$ cat src/rtl/pipeline_hazard_ctrl.sv
// Pipeline hazard controller: load-use stall FSM, branch flush priority,
// EX operand forwarding selects and saturating stall/flush counters.
module pipeline_hazard_ctrl #(
  parameter int STALL_CYCLES = 1,
  parameter int CNT_W        = 16
) (
  input  logic             clk,
  input  logic             Reset,
  input  logic [4:0]       ID_Rs,
  input  logic [4:0]       ID_Rt,
  input  logic             ID_UsesRt,
  input  logic [4:0]       EX_Rs,
  input  logic [4:0]       EX_Rt,
  input  logic             EX_MemRead,
  input  logic             EX_RegWrite,
  input  logic [4:0]       EX_WriteReg,
  input  logic             MEM_RegWrite,
  input  logic [4:0]       MEM_WriteReg,
  input  logic             WB_RegWrite,
  input  logic [4:0]       WB_WriteReg,
  input  logic             MEM_PCSrc,
  output logic             PCWrite,
  output logic             IF_ID_Write,
  output logic             IF_ID_Flush,
  output logic             ID_EX_Flush,
  output logic             EX_MEM_Flush,
  output logic [1:0]       ForwardA,
  output logic [1:0]       ForwardB,
  output logic [1:0]       State,
  output logic [CNT_W-1:0] StallCount,
  output logic [CNT_W-1:0] FlushCount
);

  typedef enum logic [1:0] {
    RUN   = 2'b00,
    STALL = 2'b01
  } state_t;

  // Remaining-cycle load value: the first stall cycle happens in RUN and the
  // last one happens with remaining==0, hence the minus two.
  localparam int         LOAD_INT   = (STALL_CYCLES > 1) ? (STALL_CYCLES - 2) : 0;
  localparam logic [2:0] STALL_LOAD = LOAD_INT[2:0];
  localparam bit         MULTI      = (STALL_CYCLES > 1);

  state_t     state, state_next;
  logic [2:0] remaining, remaining_next;
  logic       hazard, stall_now;

  // EX_RegWrite is part of the destination bundle but a load always writes,
  // so only MemRead qualifies the load-use check.
  logic       unused_ex_regwrite;
  assign unused_ex_regwrite = EX_RegWrite;

  // Load-use detection and the stall request (STALL holds regardless of EX).
  always_comb begin
    hazard = EX_MemRead && (EX_WriteReg != 5'd0) &&
             ((EX_WriteReg == ID_Rs) || (ID_UsesRt && (EX_WriteReg == ID_Rt)));
    stall_now = ((state == RUN) && hazard && !MEM_PCSrc) ||
                ((state == STALL) && !MEM_PCSrc);
  end

  // Next-state logic; a taken branch/jump always wins and returns to RUN.
  always_comb begin
    state_next     = state;
    remaining_next = remaining;
    if (MEM_PCSrc) begin
      state_next     = RUN;
      remaining_next = 3'd0;
    end else if (state == RUN) begin
      if (hazard && MULTI) begin
        state_next     = STALL;
        remaining_next = STALL_LOAD;
      end
    end else begin
      if (remaining != 3'd0) begin
        remaining_next = remaining - 3'd1;
      end else begin
        state_next = RUN;
      end
    end
  end

  // Pipeline enables and flushes; reset forces the idle pattern.
  always_comb begin
    PCWrite      = 1'b1;
    IF_ID_Write  = 1'b1;
    IF_ID_Flush  = 1'b0;
    ID_EX_Flush  = 1'b0;
    EX_MEM_Flush = 1'b0;
    if (!Reset) begin
      if (MEM_PCSrc) begin
        IF_ID_Flush  = 1'b1;
        ID_EX_Flush  = 1'b1;
        EX_MEM_Flush = 1'b1;
      end else if (stall_now) begin
        PCWrite     = 1'b0;
        IF_ID_Write = 1'b0;
        ID_EX_Flush = 1'b1;
      end
    end
  end

  // Forwarding selects; the younger MEM result beats the WB result.
  always_comb begin
    ForwardA = 2'b00;
    ForwardB = 2'b00;
    if (!Reset) begin
      if (MEM_RegWrite && (MEM_WriteReg != 5'd0) && (MEM_WriteReg == EX_Rs)) begin
        ForwardA = 2'b10;
      end else if (WB_RegWrite && (WB_WriteReg != 5'd0) && (WB_WriteReg == EX_Rs)) begin
        ForwardA = 2'b01;
      end
      if (MEM_RegWrite && (MEM_WriteReg != 5'd0) && (MEM_WriteReg == EX_Rt)) begin
        ForwardB = 2'b10;
      end else if (WB_RegWrite && (WB_WriteReg != 5'd0) && (WB_WriteReg == EX_Rt)) begin
        ForwardB = 2'b01;
      end
    end
  end

  // State register and saturating performance counters.
  always_ff @(posedge clk) begin
    if (Reset) begin
      state      <= RUN;
      remaining  <= 3'd0;
      StallCount <= '0;
      FlushCount <= '0;
    end else begin
      state     <= state_next;
      remaining <= remaining_next;
      if (stall_now && (StallCount != {CNT_W{1'b1}})) begin
        StallCount <= StallCount + CNT_W'(1);
      end
      if (MEM_PCSrc && (FlushCount != {CNT_W{1'b1}})) begin
        FlushCount <= FlushCount + CNT_W'(1);
      end
    end
  end

  assign State = state;

endmodule

$ cat config.mk
export PLATFORM = sky130hd
export DESIGN_NAME = pipeline_hazard_ctrl
export DESIGN_NICKNAME = d
export VERILOG_FILES = /design/src/rtl/pipeline_hazard_ctrl.sv
export SDC_FILE = /design/constraint.sdc
export NUM_CORES = 1
export LEC_CHECK = 0
export BUFFER_PORTS_ARGS = -buffer_cell sky130_fd_sc_hd__buf_2
export CELL_PAD_IN_SITES_DETAIL_PLACEMENT = 0
export CELL_PAD_IN_SITES_GLOBAL_PLACEMENT = 1
export CORE_ASPECT_RATIO = 1.25
export CORE_MARGIN = 8
export CORE_UTILIZATION = 31
export DETAILED_ROUTE_END_ITERATION = 16
export HOLD_SLACK_MARGIN = 0.03
export PLACE_DENSITY = 0.84
export REMOVE_ABC_BUFFERS = 1
export SYNTH_ARGS = -nofsm -noshare
export SYNTH_HDL_FRONTEND = slang
export SYNTH_SLANG_ARGS = --single-unit
export TNS_END_PERCENT = 1
$ cat constraint.sdc
create_clock -name clk -period 2.4 [get_ports clk]
set_input_delay 0.48 -clock clk [delete_from_list [all_inputs] [get_ports clk]]
set_output_delay 0.48 -clock clk [all_outputs]
set_load 0.02 [all_outputs]
==> results of run 1 <==
==> cells by family after synthesis <==
logic type,count (synthesis),synth area share [%]
other,1,0.1804
flip-flops,32,30.82
adder cells (fa/ha/maj),2,1.204
buffers and inverters,21,5.057
multiplexers,3,1.565
AO/OA/AOI/OAI,41,13.67
AND/OR/NAND/NOR,106,28.96
XOR/XNOR,44,18.54
==> synth_stat cells (7+ instances only) <==
| library cell | count |
|---|---|
| or4b_1 | 7 |
| dfxtp_1 | 32 |
| nor2_1 | 24 |
| nand4_1 | 8 |
| o41ai_1 | 7 |
| xnor2_1 | 20 |
| inv_1 | 8 |
| xor2_1 | 24 |
| nand2_1 | 14 |
| nand3_1 | 14 |
| or4_1 | 7 |
| nor4_1 | 8 |
| a21oi_1 | 15 |
==> sequential cells by signal, indices dropped and copies added (netlist names) <==
name and cells:
StallCount 16, FlushCount 16
==> critical path, stage by stage <==
cell and delay (ns):
buf_2 0.12, or4_1 0.12, o211ai_1 0.08, or4_1 0.55, nor4_2 0.29, buf_2 0.21
==> per-stage QoR <==
stage,util [%],TNS [ns]
5_1_grt,42.04,-0.01977
2_1_floorplan,-,-0.2145
3_3_place_gp,40.45,-0.1133
4_1_cts,41.85,0
6_report,42.04,0
3_5_place_dp,40.45,-0.1353
==> final timing paths <==
check,to,slack (ns),startpoint,cells past startpoint
min,StallCount[4]$_SDFFE_PP0P_,0.52,StallCount[4]$_SDFFE_PP0P_,2
max,ForwardA[0],0.07,WB_WriteReg[2],6
min reg2reg,StallCount[4]$_SDFFE_PP0P_,0.52,StallCount[4]$_SDFFE_PP0P_,2
max reg2reg,StallCount[1]$_SDFFE_PP0P_,0.26,StallCount[0]$_SDFFE_PP0P_,6
==> what timing repair did <==
action | in CTS | in global routing
pin swaps | 1 | 3
setup endpoints to repair | 2 | 4
resized for setup | 1 | 2
==> power breakdown <==
| group | internal (mW) | total (mW) | switching (mW) | leakage, nW |
|---|---|---|---|---|
| combinational | 0.0839 | 0.190 | 0.106 | 0.829 |
| clock | 0.202 | 0.425 | 0.223 | 0.0479 |
| sequential | 0.534 | 0.539 | 0.00441 | 0.258 |
| total | 0.820 | 1.15 | 0.334 | 1.13 |
==> area by class of cell <==
class | instances | share of cell area (%)
Clock buffer | 5 | 2.509
Clock inverter | 3 | 0.6843
Inverter | 8 | 1.095
Multi-Input combinational cell | 198 | 49.32
Sequential cell | 32 | 23.36
Tap cell | 87 | 3.969
Timing Repair Buffer | 97 | 19.07
==> routing by layer <==
layer  GRT usage [%]  part of all wire (%)  vias to the layer above
li1                -                     -                     1096
met3           4.125                   7.4                        6
met4           3.337                  0.81                        0
met5               0                     0                        -
met1           14.64                    42                     1032
met2           22.35                    50                       71
==> results.sh, run 1 <==
export IMPL_dpl_instance_area_um2=2639
export IMPL_hpwlAfterDp_um=4743
export IMPL_path_class="primary input to primary output"
export IMPL_layout_setup_ws_ns=0.06615
export IMPL_clkLatencyLatePin_ns=0.29
export IMPL_drtAntennaViolNets=0
export IMPL_drc=0
export IMPL_first_iter_violations=117
export IMPL_num_io_pins=86
export IMPL_num_vias=2205
export IMPL_post_cts_buffers=0
export IMPL_cts_inserted_buffers=5
export IMPL_tritoncts="done"
export IMPL_start_util_pct=31.86
export IMPL_coreArea_um2=6524
export IMPL_status="complete, no violations"
export IMPL_track_usage_pct=12.88
export IMPL_final_cell_mix="buf_2 (82), dfxtp_1 (32), xor2_1 (24), nor2_1 (24), xnor2_1 (20)"
export IMPL_htree_levels=2
export IMPL_drt_first_pass_iters=4
export IMPL_fin_crit_sh_pct=97.24
export IMPL_die_y_um=107.5
export IMPL_async_flop_share_pct=0
export IMPL_p_leak_nw=1.135
export IMPL_syn_instance_count=250
export IMPL_max_freq_ghz=0.4285
export IMPL_netlist_area_leader_share_pct=30.82
export IMPL_ir_drop_mv=0.2087
export IMPL_grt_pass1_wl_um=9942
export IMPL_finalMaxSlewViolations=0
export IMPL_end_kind="primary output"
export IMPL_synth_seq_area_share_pct=30.82
export IMPL_cp_start_kind="primary input"
export IMPL_drt_wl_total_um=6029
export IMPL_rows=33
export IMPL_synth_edff_count=0
export IMPL_maxCapViolations=0
export IMPL_die_area_um2=9596
export IMPL_placed_cells_incl_taps=422
export IMPL_finalSetupViolations=0
export IMPL_gp_congestion=0.7760
export IMPL_fillers=704
export IMPL_root_buffer="clkbuf_8"
export IMPL_routed_via_density=5.128
export IMPL_cts_hold_buf=0
export IMPL_p_per_area_nw_per_um2=421.0
export IMPL_hold_slack_ns=0.5202
export IMPL_worst_pin_slew_ns=0.6629
export IMPL_syn_mean_instance_area_um2=8.313
export IMPL_synth_ff_type="dfxtp_1"
export IMPL_ys_warn_count=0
export IMPL_layout_drive_gt1_share_pct=32.94
export IMPL_wl_per_cell_um=14.02
export IMPL_final_area_um2=2743
export IMPL_multi_input_area_um2=1353
export IMPL_place_port_buffers=82
export IMPL_ys_ff_latch=32
export IMPL_synthTopCellsByArea="dfxtp_1 (31%), xor2_1 (10%), xnor2_1 (8.4%)"
export IMPL_arrival_ns=1.85
export IMPL_grt_start_max_net_pins=35
export IMPL_nNetsFinal=387
export IMPL_power_total_mw=1.155
export IMPL_critPathRequiredTime_ns=1.92
export IMPL_fin_skew_ns=0.01014
export IMPL_dp_slack_ns=-0.1018
export IMPL_regArea_um2=640.6
export IMPL_fp_dieW_um=89.24
export IMPL_hp_class="register to register"
export IMPL_clk_pin_slew_ns=0.07
export IMPL_netlist_area_um2=2078
export IMPL_final_cell_count_no_fill=430
export IMPL_final_common_cell="buf_2"
export IMPL_diodes=0
export IMPL_critPathMaxFanout=3
export IMPL_yosysTopAreaCell="dfxtp_1"
export IMPL_yosysUniqueCellTypes=43
export IMPL_slew_limit_headroom_pct=55.33
export IMPL_first_global_vias=2234
export IMPL_grt_remaining_overflow=0
export IMPL_fin_crit_ns=2.334
export IMPL_area_growth_pct=31.97
export IMPL_final_hold_viol_count=0
export IMPL_cts_sinks=32
export IMPL_antenna_found_initial=0
export IMPL_cts_buffer_depth=2
No activity file was read; power rests on OpenSTA's default activity.
==> run 2, diff against run 1 <==
ABC_AREA = 1   (was not set)
PLACE_DENSITY = 0.85   (was 0.84)
==> run 2 against run 1 <==
Effect of this change: via count up 20%; sequential share of layout area down 2.8 points; die area is 17% higher; worst hold slack better by 0.0054 ns; design area up 14%; setup slack gained 0.28 ns; clock power is 36% higher; non-clock buffer count down 12; core utilization fell by 2.3 points; critical path depth is 4 higher; largest power group is now the clock network.
==> results.sh, run 2 <==
export IMPL_synth_edff_count=0
export IMPL_drt_wl_total_um=7078
export IMPL_p_per_area_nw_per_um2=422.1
export IMPL_status="complete, no violations"
export IMPL_synthTopCellsByArea="dfxtp_1 (26%), nand2_1 (17%), nor2_1 (8.7%)"
export IMPL_hpwlAfterDp_um=5649
export IMPL_syn_mean_instance_area_um2=6.361
export IMPL_tritoncts="done"
export IMPL_worst_r2r_setup_slack_ns=0.53
export IMPL_drtAntennaViolNets=0
export IMPL_p_switching_mw=0.3377
export IMPL_drt_first_pass_iters=6
export IMPL_area_growth_pct=24.67
export IMPL_die_area_um2=11210
export IMPL_synth_most_common_cell="nand2_1"
export IMPL_max_freq_ghz=0.4863
export IMPL_drc=0
export IMPL_place_port_buffers=82
export IMPL_fin_skew_ns=0.005020
export IMPL_ys_ff_latch=32
export IMPL_synth_commonest_cells="nand2_1 (112), nor2_1 (58), inv_1 (42)"
export IMPL_synth_seq_area_share_pct=25.63
export IMPL_clk_pin_slew_ns=0.07
export IMPL_nNetsFinal=522
export IMPL_reg_top3="FlushCount: 16 flops, StallCount: 16 flops"
export IMPL_netlist_area_leader_share_pct=25.63
export IMPL_final_cell_mix="nand2_1 (112), buf_2 (82), nor2_1 (58), inv_1 (42), dfxtp_1 (32)"
export IMPL_power_total_mw=1.316
export IMPL_ys_warn_count=0
export IMPL_routed_via_density=4.609
export IMPL_synth_ff_type="dfxtp_1"
export IMPL_track_usage_pct=12.84
export IMPL_clkLatencyLatePin_ns=0.28
export IMPL_critPathRequiredTime_ns=1.92
export IMPL_htree_levels=2
export IMPL_start_util_pct=31.90
export IMPL_yosysUniqueCellTypes=44
export IMPL_gp_congestion=0.9058
export IMPL_cts_sinks=32
export IMPL_first_global_vias=2645
export IMPL_maxCapViolations=0
export IMPL_dp_slack_ns=0.3487
export IMPL_die_y_um=116.4
export IMPL_arrival_ns=1.58
export IMPL_end_kind="primary output"
export IMPL_path_class="primary input to primary output"
export IMPL_rsz0062_at_grt="false"
export IMPL_cts_inserted_buffers=5
export IMPL_antenna_found_initial=0
export IMPL_grt_pass1_wl_um=11720
export IMPL_p_leak_nw=1.492
export IMPL_num_vias=2641
export IMPL_num_io_pins=86
export IMPL_root_buffer="clkbuf_8"
export IMPL_critPathMaxFanout=8
export IMPL_ctsResizeCount=0
export IMPL_fin_crit_ns=2.056
export IMPL_first_iter_violations=104
export IMPL_power_internal_mw=0.9780
export IMPL_rows=36
export IMPL_combPwrFrac_pct=15.0
export IMPL_yosysTopAreaCell="dfxtp_1"
export IMPL_finalMaxSlewViolations=0
export IMPL_fin_crit_sh_pct=85.67
export IMPL_cp_start_kind="primary input"
export IMPL_grt_remaining_overflow=0
export IMPL_utilization_pct=39.77
export IMPL_final_common_cell="nand2_1"
export IMPL_async_flop_share_pct=0
export IMPL_coreArea_um2=7838
export IMPL_final_hold_viol_count=0
export IMPL_layout_setup_ws_ns=0.3438
export IMPL_diodes=0
export IMPL_finalSetupViolations=0
export IMPL_cts_hold_buf=0
export IMPL_pwr_share_seq_pct=41.1
export IMPL_cts_buffer_depth=2
export IMPL_grt_start_max_net_pins=21
export IMPL_netlist_area_um2=2500
export IMPL_layout_drive_gt1_share_pct=28.24
export IMPL_clkPwrFrac_pct=43.9
export IMPL_syn_instance_count=393
export IMPL_hp_class="register to register"
export IMPL_fillers=870
export IMPL_post_cts_buffers=0
export IMPL_wl_per_cell_um=12.35
export IMPL_fp_dieW_um=96.32
export IMPL_fin_setup_tns_ns=0
export IMPL_ir_drop_mv=0.3854
export IMPL_switching_share_pct=25.67
## run 2: critical path, stage by stage
cell	delay [ns]
buf_2	0.09
inv_1	0.06
nand2_1	0.06
nand2_1	0.05
nor2_1	0.10
nand3_1	0.11
nand2_4	0.14
nand2_1	0.08
a21oi_1	0.19
buf_2	0.21
## run 2: metrics by stage
step	std cells	hold WS [ns]	area [um^2]
finish	573	0.5256	3117
global route	573	0.5534	3117
CTS	573	0.5237	3117
detailed placement	565	0.5129	2990
global placement	565	0.5061	2990
floorplan	385	0.5424	2439
## run 2: logic make-up after synthesis
| family | count (synthesis) | share of synthesized area [%] |
|---|---|---|
| fa+ha+maj | 2 | 1.001 |
| other cells | 1 | 0.1500 |
| compound gates | 38 | 9.560 |
| flops | 32 | 25.63 |
| xor+xnor | 24 | 8.408 |
| buf+inv | 57 | 9.810 |
| simple gates | 239 | 45.45 |
## run 2: path summary, 6_finish.rpt
kind                                from                     endpoint  cells past startpoint
max                       EX_WriteReg[0]                  ID_EX_Flush                     10
min          StallCount[15]$_SDFFE_PP0P_  StallCount[15]$_SDFFE_PP0P_                      2
max reg2reg   FlushCount[0]$_SDFFE_PP0P_   FlushCount[5]$_SDFFE_PP0P_                      8
min reg2reg  StallCount[15]$_SDFFE_PP0P_  StallCount[15]$_SDFFE_PP0P_                      2
## run 2: power by group through the flow
stage	sequential [mW]	combinational (mW)	clock (mW)
2_1_floorplan	0.558	0.103	0
3_3_place_gp	0.554	0.196	0
3_5_place_dp	0.553	0.198	0
4_1_cts	0.541	0.199	0.597
5_1_grt	0.542	0.222	0.616
6_report	0.541	0.197	0.578
## run 2: per-layer routing
layer	global-route usage [%]	wire length, um
met1	14.47	3057
met2	22.94	3539
met3	3.923	453
met4	2.733	28
met5	0	0
## run 2: final cells by class
cell class,instances,area (um^2),share of cell area [%]
Clock buffer,7,96.34,3.091
Sequential cell,32,640.6,20.55
Inverter,48,180.2,5.781
Multi-Input combinational cell,305,1618,51.91
Timing Repair Buffer,85,432.9,13.89
Tap cell,95,118.9,3.814
Clock inverter,1,30.03,0.9635
==> run 3, diff against run 2 <==
--- a/config.mk
+++ b/config.mk
@@ -8,4 +8,5 @@
 export ABC_AREA = 1
 export BUFFER_PORTS_ARGS = -buffer_cell sky130_fd_sc_hd__buf_2
+export CAP_MARGIN = 10
 export CELL_PAD_IN_SITES_DETAIL_PLACEMENT = 0
 export CELL_PAD_IN_SITES_GLOBAL_PLACEMENT = 1
@@ -16,4 +17,5 @@
 export HOLD_SLACK_MARGIN = 0.03
 export PLACE_DENSITY = 0.85
+export RECOVER_POWER = 100
 export REMOVE_ABC_BUFFERS = 1
 export SYNTH_ARGS = -nofsm -noshare
==> constraint.sdc (replaced) <==
create_clock -name clk -period 2.4 [get_ports clk]
set_input_delay 0.48 -clock clk [delete_from_list [all_inputs] [get_ports clk]]
set_output_delay 0.48 -clock clk [all_outputs]
set_load 0.1 [all_outputs]
==> run 3 against run 2 <==
Effect of this change: sequential power hardly changed; design area down 3.7%; register-to-register slack worse by 0.30 ns; via count is 0.83% higher; first-iteration DRC count is 20% lower; count of clock-buffer cells in the layout down 1; wire length down 0.44%; sequential share of layout area is 0.78 points higher; power grew 0.39%; largest cell class unchanged.
==> results.sh, run 3 (synthesis gave the netlist of run 2 again) <==
export IMPL_status="complete, no violations"
export IMPL_final_area_um2=3003
export IMPL_rr_worst_depth=8
export IMPL_worst_pin_slew_ns=1.200
export IMPL_layout_drive_gt1_share_pct=19.00
export IMPL_root_buffer="clkbuf_8"
export IMPL_die_y_um=116.4
export IMPL_die_area_um2=11210
export IMPL_reg_top3="FlushCount: 16 flops, StallCount: 16 flops"
export IMPL_end_kind="primary output"
export IMPL_rows=36
export IMPL_cts_inserted_buffers=5
export IMPL_rsz0062_at_grt="false"
export IMPL_ctsResizeCount=0
export IMPL_num_vias=2663
export IMPL_tritoncts="done"
export IMPL_drt_first_pass_iters=5
export IMPL_hold_slack_ns=0.5247
export IMPL_holdPathStages=2
export IMPL_diodes=0
export IMPL_track_usage_pct=12.70
export IMPL_ir_drop_mv=0.2536
export IMPL_nNetsFinal=523
export IMPL_finalSetupViolations=0
export IMPL_p_per_area_nw_per_um2=439.9
export IMPL_fin_crit_sh_pct=91.27
export IMPL_final_hold_viol_count=0
export IMPL_final_cell_mix="nand2_1 (112), nor2_1 (66), inv_1 (42), buf_2 (41), dfxtp_1 (32)"
export IMPL_first_global_vias=2565
export IMPL_cts_sinks=32
export IMPL_grt_remaining_overflow=0
export IMPL_area_growth_pct=20.12
export IMPL_critPathMaxFanout=3
export IMPL_critPathRequiredTime_ns=1.92
export IMPL_coreArea_um2=7838
export IMPL_final_common_cell="nand2_1"
export IMPL_arrival_ns=1.71
export IMPL_hp_class="register to register"
export IMPL_max_freq_ghz=0.4565
export IMPL_htree_levels=2
export IMPL_dpl_instance_area_um2=3088
export IMPL_first_iter_violations=83
export IMPL_cts_hold_buf=0
export IMPL_post_cts_buffers=0
export IMPL_fin_setup_tns_ns=0
export IMPL_maxCapViolations=0
export IMPL_drt_wl_total_um=7047
export IMPL_drtAntennaViolNets=0
export IMPL_place_port_buffers=82
export IMPL_fin_skew_ns=0.008012
export IMPL_routed_via_density=4.639
export IMPL_clkLatencyLatePin_ns=0.29
export IMPL_num_io_pins=86
export IMPL_wl_per_cell_um=12.28
export IMPL_cp_start_kind="primary input"
export IMPL_slew_limit_headroom_pct=20.32
export IMPL_antenna_found_initial=0
export IMPL_grt_start_max_net_pins=21
export IMPL_cts_buffer_depth=2
export IMPL_gp_congestion=0.8557
export IMPL_fin_crit_ns=2.191
export IMPL_drc=0
export IMPL_clk_pin_slew_ns=0.07
export IMPL_grt_pass1_wl_um=11540
export IMPL_p_leak_nw=1.319
export IMPL_path_class="primary input to primary output"
export IMPL_finalMaxSlewViolations=0
export IMPL_hpwlAfterDp_um=5741
export IMPL_fp_dieW_um=96.32
export IMPL_start_util_pct=31.90
==> run 3: final timing paths <==
check                                            startpoint                     endpoint  slack, ns
worst min-delay path            StallCount[15]$_SDFFE_PP0P_  StallCount[15]$_SDFFE_PP0P_       0.52
worst max-delay path                        MEM_WriteReg[0]                  ForwardB[0]       0.21
worst max register to register   FlushCount[0]$_SDFFE_PP0P_   FlushCount[5]$_SDFFE_PP0P_       0.23
worst min register to register  StallCount[15]$_SDFFE_PP0P_  StallCount[15]$_SDFFE_PP0P_       0.52
==> run 3: through the flow <==
stage / cells / total power [mW] / setup WS (ns) / util, %
after floorplan: 385 / 0.7221 / -1.290 / -
after global placement: 566 / 0.8181 / 0.1913 / 39.40
after detailed placement: 566 / 0.8209 / 0.2188 / 39.40
after CTS: 574 / 1.353 / 0.1903 / 40.77
after global routing: 574 / 1.384 / 0.05389 / 38.31
final: 574 / 1.321 / 0.2095 / 38.31
==> run 3: worst max-delay path, stage by stage <==
cell	delay (ns)
buf_2	0.12
nor2_1	0.12
nand2_1	0.05
o21ai_0	0.20
nor3_1	0.07
nand2_1	0.08
nor3b_1	0.35
buf_12	0.23
==> run 3: cell type report <==
cell class,instances,area (um^2)
Fill cell,886,4835
Sequential cell,32,640.6
Clock inverter,2,35.03
Inverter,48,180.2
Clock buffer,6,72.57
Tap cell,95,118.9
Multi-Input combinational cell,305,1530
Timing Repair Buffer,86,425.4
==> run 3: where the power goes <==
group / total (mW) / switching, mW / leakage (nW) / internal (mW)
combinational: 0.255 / 0.179 / 1.01 / 0.0762
sequential: 0.541 / 0.00632 / 0.258 / 0.535
clock: 0.524 / 0.216 / 0.0552 / 0.308
==> run 3: metal layers <==
layer	up-vias	routed length, um	global-route usage [%]
met1	1181	3022	13.89
met3	8	514	4.759
met4	0	64	3.036
met2	62	3446	22.44
met5	-	0	0
li1	1412	-	-
